## src/rtl/count_ud_mod_if.sv

```systemverilog
// ---------------------------------------------------------------------------
// count_ud_if
//   Bundles the control, data and status signals of the count_ud_mod
//   up/down counter so that the controller and the counter connect through
//   one port.
//
//   Signals (controller -> counter):
//     en      count enable, one step per enabled cycle
//     load    synchronous load of cnt_in, wins over en
//     cnt_in  load value (clamped to limit by the counter)
//     up      direction: 1 = increment, 0 = decrement
//     limit   top count; count range is 0..limit
//     mode    00 wrap, 01 saturate, 10 one-shot, 11 wrap
//   Signals (counter -> controller):
//     cnt     current count
//     tc      terminal-count pulse, one cycle per boundary step
//     done    one-shot finished flag
//
//   Modports: master = controller side, slave = counter side.
// ---------------------------------------------------------------------------
interface count_ud_if #(
    parameter int WIDTH = 8
);
    logic             en;
    logic             load;
    logic [WIDTH-1:0] cnt_in;
    logic             up;
    logic [WIDTH-1:0] limit;
    logic [1:0]       mode;
    logic [WIDTH-1:0] cnt;
    logic             tc;
    logic             done;

    modport master (
        output en, load, cnt_in, up, limit, mode,
        input  cnt, tc, done
    );

    modport slave (
        input  en, load, cnt_in, up, limit, mode,
        output cnt, tc, done
    );
endinterface

```

## src/rtl/count_ud_mod.sv

```systemverilog
// ---------------------------------------------------------------------------
// count_ud_mod
//   Parametrised up/down counter with synchronous load, count enable,
//   programmable top count (limit) and a selectable end-of-count behaviour:
//   wrap, saturate or one-shot. The count, the terminal-count pulse and the
//   one-shot done flag are all registered.
//
//   Ports:
//     clk  clock, all state updates on the rising edge
//     res  asynchronous reset, active-high
//     bus  count_ud_if.slave (en, load, cnt_in, up, limit, mode in;
//          cnt, tc, done out)
//
//   A two-state FSM (COUNT / HALT) tracks whether a one-shot run has
//   finished; HALT ignores en and is left only through load or reset.
// ---------------------------------------------------------------------------
module count_ud_mod #(
    parameter int WIDTH = 8
) (
    input  logic       clk,
    input  logic       res,
    count_ud_if.slave  bus
);

    typedef enum logic {
        ST_COUNT = 1'b0,
        ST_HALT  = 1'b1
    } state_e;

    localparam logic [1:0] MODE_SAT = 2'b01;
    localparam logic [1:0] MODE_ONE = 2'b10;

    state_e           state_q, state_d;
    logic [WIDTH-1:0] cnt_q, cnt_d;
    logic             tc_q, tc_d;
    logic             done_q, done_d;

    logic [WIDTH-1:0] load_val;
    logic             at_bound;
    logic             step_en;

    // Shared decode used by both the next-state and the output logic.
    always_comb begin
        load_val = (bus.cnt_in > bus.limit) ? bus.limit : bus.cnt_in;
        // Counting up uses >= so that a limit lowered below the current count
        // is still treated as the boundary instead of running on to 2^WIDTH.
        at_bound = bus.up ? (cnt_q >= bus.limit) : (cnt_q == '0);
        step_en  = (state_q == ST_COUNT) && bus.en;
    end

    // ---------------------------------------------------------------- state reg
    // NOTE: sequential state is assigned with <= so every register samples
    // the pre-edge values regardless of statement order.
    always_ff @(posedge clk or posedge res) begin
        if (res) begin
            state_q <= ST_COUNT;
            cnt_q   <= '0;
            tc_q    <= 1'b0;
            done_q  <= 1'b0;
        end else begin
            state_q <= state_d;
            cnt_q   <= cnt_d;
            tc_q    <= tc_d;
            done_q  <= done_d;
        end
    end

    // --------------------------------------------------------------- next state
    // NOTE: every combinational output gets a default first, so no path
    // leaves it unassigned and no latch is inferred.
    always_comb begin
        state_d = state_q;
        if (bus.load) begin
            state_d = ST_COUNT;
        end else if (step_en && at_bound && (bus.mode == MODE_ONE)) begin
            state_d = ST_HALT;
        end
    end

    // ------------------------------------------------------------ output logic
    always_comb begin
        cnt_d  = cnt_q;
        tc_d   = 1'b0;
        done_d = done_q;
        if (bus.load) begin
            cnt_d  = load_val;
            done_d = 1'b0;
        end else if (step_en) begin
            if (!at_bound) begin
                if (bus.up) begin
                    cnt_d = cnt_q + 1'b1;
                end else begin
                    // A count left above a freshly lowered limit is pulled
                    // back into range instead of stepping down from outside.
                    cnt_d = (cnt_q > bus.limit) ? bus.limit : cnt_q - 1'b1;
                end
            end else begin
                tc_d = 1'b1;
                case (bus.mode)
                    MODE_SAT: begin
                        // Holding at the top also clamps a count that sits
                        // above a lowered limit.
                        cnt_d = bus.up ? bus.limit : cnt_q;
                    end
                    MODE_ONE: begin
                        cnt_d  = bus.up ? bus.limit : cnt_q;
                        done_d = 1'b1;
                    end
                    default: begin
                        cnt_d = bus.up ? '0 : bus.limit;
                    end
                endcase
            end
        end
    end

    assign bus.cnt  = cnt_q;
    assign bus.tc   = tc_q;
    assign bus.done = done_q;

endmodule

```

## src/flat_wrapper.sv

```systemverilog
// flat-port wrapper written by rule: the top's interface ports become plain ports
module count_ud_mod_flat 
#(
    parameter int WIDTH = 8
)
  (clk, res, bus_en, bus_load, bus_cnt_in, bus_up, bus_limit, bus_mode, bus_cnt, bus_tc, bus_done);
  count_ud_if #(.WIDTH(WIDTH)) bus_i ();
  input  logic clk;
  input  logic res;
  input wire logic [$bits(bus_i.en)-1:0] bus_en;
  input wire logic [$bits(bus_i.load)-1:0] bus_load;
  input wire logic [$bits(bus_i.cnt_in)-1:0] bus_cnt_in;
  input wire logic [$bits(bus_i.up)-1:0] bus_up;
  input wire logic [$bits(bus_i.limit)-1:0] bus_limit;
  input wire logic [$bits(bus_i.mode)-1:0] bus_mode;
  output wire logic [$bits(bus_i.cnt)-1:0] bus_cnt;
  output wire logic [$bits(bus_i.tc)-1:0] bus_tc;
  output wire logic [$bits(bus_i.done)-1:0] bus_done;
  assign bus_i.en = bus_en;
  assign bus_i.load = bus_load;
  assign bus_i.cnt_in = bus_cnt_in;
  assign bus_i.up = bus_up;
  assign bus_i.limit = bus_limit;
  assign bus_i.mode = bus_mode;
  assign bus_cnt = bus_i.cnt;
  assign bus_tc = bus_i.tc;
  assign bus_done = bus_i.done;
  count_ud_mod #(.WIDTH(WIDTH)) u_core (.clk(clk), .res(res), .bus(bus_i));
endmodule
```

## config.mk

```make
export PLATFORM = sky130hd
export DESIGN_NAME = count_ud_mod_flat
export DESIGN_NICKNAME = d
export VERILOG_FILES = /design/src/rtl/count_ud_mod_if.sv /design/src/rtl/count_ud_mod.sv /design/src/flat_wrapper.sv
export SDC_FILE = /design/constraint.sdc
export NUM_CORES = 1
export LEC_CHECK = 0
export ABC_CLOCK_PERIOD_IN_PS = 2500
export CORE_ASPECT_RATIO = 1.4
export CORE_MARGIN = 2
export CORE_UTILIZATION = 36
export DETAILED_ROUTE_END_ITERATION = 7
export PLACE_DENSITY = 0.57
export RECOVER_POWER = 100
export SLEW_MARGIN = 20
export SYNTH_ARGS = -nofsm -noshare
export SYNTH_HDL_FRONTEND = slang
export SYNTH_SLANG_ARGS = --single-unit
```

## constraint.sdc

```tcl
create_clock -name clk -period 2.5 [get_ports clk]
set_input_delay 0.625 -clock clk [delete_from_list [all_inputs] [get_ports clk]]
set_output_delay 0.625 -clock clk [all_outputs]
set_load 0.02 [all_outputs]
```

==> flow_summary.rst <==
.. list-table::
   :header-rows: 1

   * - Metric
     - Value
   * - DRC violation total after the first TritonRoute iteration
     - 94
   * - Startpoint class of the critical path
     - input pin
   * - Crit. End Element
     - register
   * - Via Count
     - ~1800
   * - Cell Pwr Density
     - 555 mW/mm^2
   * - Xor/xnor cell area share of the yosys netlist
     - approximately 1.6%
   * - Non-Filler Instances
     - 337
   * - Number of sinks handled by clock tree synthesis
     - 11
   * - Count of input and output buffers
     - 32
   * - Time the worst path needs with I/O delays and setup
     - 2450 ps
   * - Multiplexer fraction of the synthesized cell area
     - 4.09%
   * - Area of the core region
     - about 0.0043 sq mm
   * - Area fraction in and, or, nand and nor cells after synthesis
     - ~24%
   * - Placed instance area
     - 0.00230 sq mm
   * - Root Buffer Master
     - clkbuf_8
   * - VDD IR max
     - ~0.22 mV
   * - Final count of negative-setup-slack endpoints
     - 0
   * - DP Cell Count
     - 326
   * - Layout Skew
     - 3.95 ps
   * - Yosys cell types
     - 61
   * - Number of nets produced by synthesis
     - 235
   * - Class of the tightest hold or removal check
     - register to register
   * - Synth top area share
     - 17.0%
   * - Data required time of the critical path
     - 2620 ps
   * - Most area-hungry cell type in the Yosys netlist
     - dfrtp_1
   * - Compound-gate portion of the synthesized area
     - 28.0%
   * - DR WL/cell
     - 16.0 um
   * - # Max-Cap Violations
     - 0
   * - Last weighted congestion value of the routability-driven placer
     - 0.847
   * - Number of rows in the core area
     - 28
   * - Count of state elements after synthesis
     - 11
   * - Die Footprint
     - approximately 0.0051 sq mm
   * - Global-route wire length before repair
     - 8680 um
   * - Number of antenna repair diodes
     - 0
   * - Area growth, synth to finish
     - 61.4%
   * - Maximum root-to-sink buffer count
     - 2
   * - Mapped cell area
     - 0.00162 sq mm
   * - Number of enable-type register cells in the synthesized netlist
     - 0
   * - Layout cell share with drive strength beyond 1
     - 42.6%
   * - Terminus of the critical flop-to-flop path
     - u_core.bus.cnt[5]
   * - Vias in the first global route
     - 1774
   * - RR Startpoint
     - u_core.bus.cnt[1]
   * - Instance count of the mapped netlist
     - 192
   * - Count of cells along the worst register-to-register path
     - 10
   * - Post-synthesis adder-cell area fraction
     - between 15 and 20%
   * - Number of top-level pins
     - 33
   * - Overall die height
     - 83.4 um
   * - Max-slew violation count
     - 0
   * - Number of warnings issued by yosys
     - 0
   * - Commonest register cell after synthesis
     - dfrtp_1
   * - Post-layout nets
     - around 320
   * - GRT Residual Overflow
     - 0
   * - Number of buffers added to fix hold violations after cts
     - 0
   * - Final Instance Area
     - 0.00262 sq mm
   * - Largest net degree at the start of global routing
     - 15
   * - Ranking of synthesized cells by area
     - dfrtp_1, ha_1, clkbuf_8
   * - Number of levels the H-tree was split into
     - 1
   * - Slack of the worst reg-to-reg path
     - between 200 and 300 ps
   * - Routed wire length
     - 5390 um
   * - Capturing instance or port of the critical path
     - u_core.bus.cnt[5]
   * - Part of the Yosys area used for sequential elements
     - 17.0%
   * - Total routing usage reported by global routing
     - 22.5%
   * - Clock tree from TritonCTS
     - done
   * - Number of CTS-inserted buffers
     - 3
   * - Share of flip-flops with an asynchronous set or reset after synthesis
     - 100%
   * - Mean instance size in the synthesized netlist
     - 8.45 sq um
   * - Share of the cycle needed by the critical path after routing
     - 98.0%
   * - Half-perimeter wire length after detailed placement
     - 4140 um
   * - Clock insertion delay at the later pin of the skew report
     - 240 ps
   * - Status
     - complete, no violations
   * - Highest net fanout along the worst path
     - 7
   * - Achievable clock frequency
     - 0.408 GHz
   * - Main combinational cell family by area after synthesis
     - compound AO/OA/AOI/OAI gates
   * - Worst endpoint data arrival time
     - 2570 ps
   * - Initial Utilization
     - 38.0%
   * - Number of remaining DRC errors
     - 0
   * - Setup crit start
     - bus_limit[3]
   * - Pin slew with the least headroom to its limit
     - around 440 ps
   * - Worst-path clk slew
     - about 50 ps
   * - Number of iterations in the first detailed-routing pass
     - 5
   * - Total count of hold-check failures in the final report
     - 0
   * - Die outline width
     - 60.7 um
   * - Leak pwr
     - 1.16 nW
   * - Number of antenna violations at the first check in global routing
     - 0
   * - Via-to-Cell Ratio
     - 5.47
   * - Residual antenna-violating net count after detailed routing
     - 0
   * - Type of the worst setup path
     - input pin to register
   * - RSZ-0062 raised after global routing
     - yes
   * - Worst relative slew slack
     - 70.4%
[state kept, by name, summed over array words and instances, names as in the netlist]
signal           count
u_core.bus.tc        1
u_core.bus.done      1
u_core.bus.cnt       8
u_core.state_q       1
[area by class of cell]
cell class	instances	area (sq um)
clock buffers	4	45.0
fillers	387	1650
inverters	15	56.3
multi-input cells	157	1410
flip-flops and latches	11	275
well taps	60	75.1
repair buffers	90	754
[cells by family after synthesis]
group                      Yosys count
buffers and inverters               24
xor gates and xnor gates             3
adders and majority gates           20
muxes                                6
and+or+nand+nor                     67
AOI/OAI and AO/OA                   61
DFF                                 11
[timing repair]
action	in CTS	in global routing
endpoints found under the setup margin	8	8
hold endpoints to repair	0	0
setup buffers	5	3
gates resized for setup	54	11
pin swaps	23	12
[report_power, final]
group | internal (mW) | switching (mW)
registers | 0.216 | 0.0328
logic | 0.475 | 0.541
clock network | 0.113 | 0.0756
[through the flow]
stage | setup WS [ps] | hold WS [ps] | TNS [ps] | power, mW | util [%]
detailed placement | -648 | 493 | -4870 | 1.16 | 53.8
global route | -13.6 | 543 | -14.4 | 1.55 | 61.3
global placement | -604 | 496 | -4750 | 1.15 | 53.8
finish | 50.7 | 492 | 0 | 1.45 | 61.3
CTS | 6.92 | 505 | 0 | 1.42 | 59.7
floorplan | 26.2 | 477 | 0 | 0.782 | -
[worst min path at each step]
| stage | slack, ps | from | endpoint | depth (start not counted) |
|---|---|---|---|---|
| after global placement | 500 | u_core.bus.done | u_core.bus.done | 2 |
| after floorplan | 480 | res | u_core.bus.cnt[0] | 1 |
| final | 490 | u_core.bus.done | u_core.bus.done | 2 |
| after CTS | 500 | u_core.bus.done | u_core.bus.done | 2 |
| after global routing | 540 | u_core.bus.done | u_core.bus.done | 2 |
| after detailed placement | 490 | u_core.bus.done | u_core.bus.done | 2 |
[metal layers]
metal	vias to the layer above	wire (um)	global-route usage (%)
li1	909	-	-
met2	69	2850	37.9
met4	0	167	8.70
met3	16	222	2.02
met5	-	0	0
met1	851	2160	28.4
[cells in the mapped netlist, drive strengths merged (3+ instances only)]
cell and n:
a32oi 3, buf 4, clkbuf 5, o21a 3, dfrtp 11, a211oi 4, ha 20, nand4 6
o211ai 4, a21oi 10, and3 5, or2 3, o31ai 3, a31oi 8, nor2 13, nand2 13
mux2 5, nand3 9, o21ai 13, nor3 5, inv 15
[layout by cell type, fill, tap and decap left out, types with 7 or more instances in the layout]
master         count
buf_4             57
dlygate4sd3_1     11
nor2_1            11
dlygate4sd2_1     11
a31oi_1            7
ha_1              12
nand3_1            8
inv_2              7
inv_1              8
nand2_1           13
ha_4               8
dfrtp_1           11
[critical path, cell delays in order]
cell and delay (ps):
dlygate4sd2_1 250, inv_2 70, ha_1 330, nand4_1 180, buf_4 180, buf_4 140, a311oi_4 260, a211oi_2 80
buf_4 170, o21a_1 130, nand3_2 90, a21oi_1 70
(Power assumes the default switching activity.)
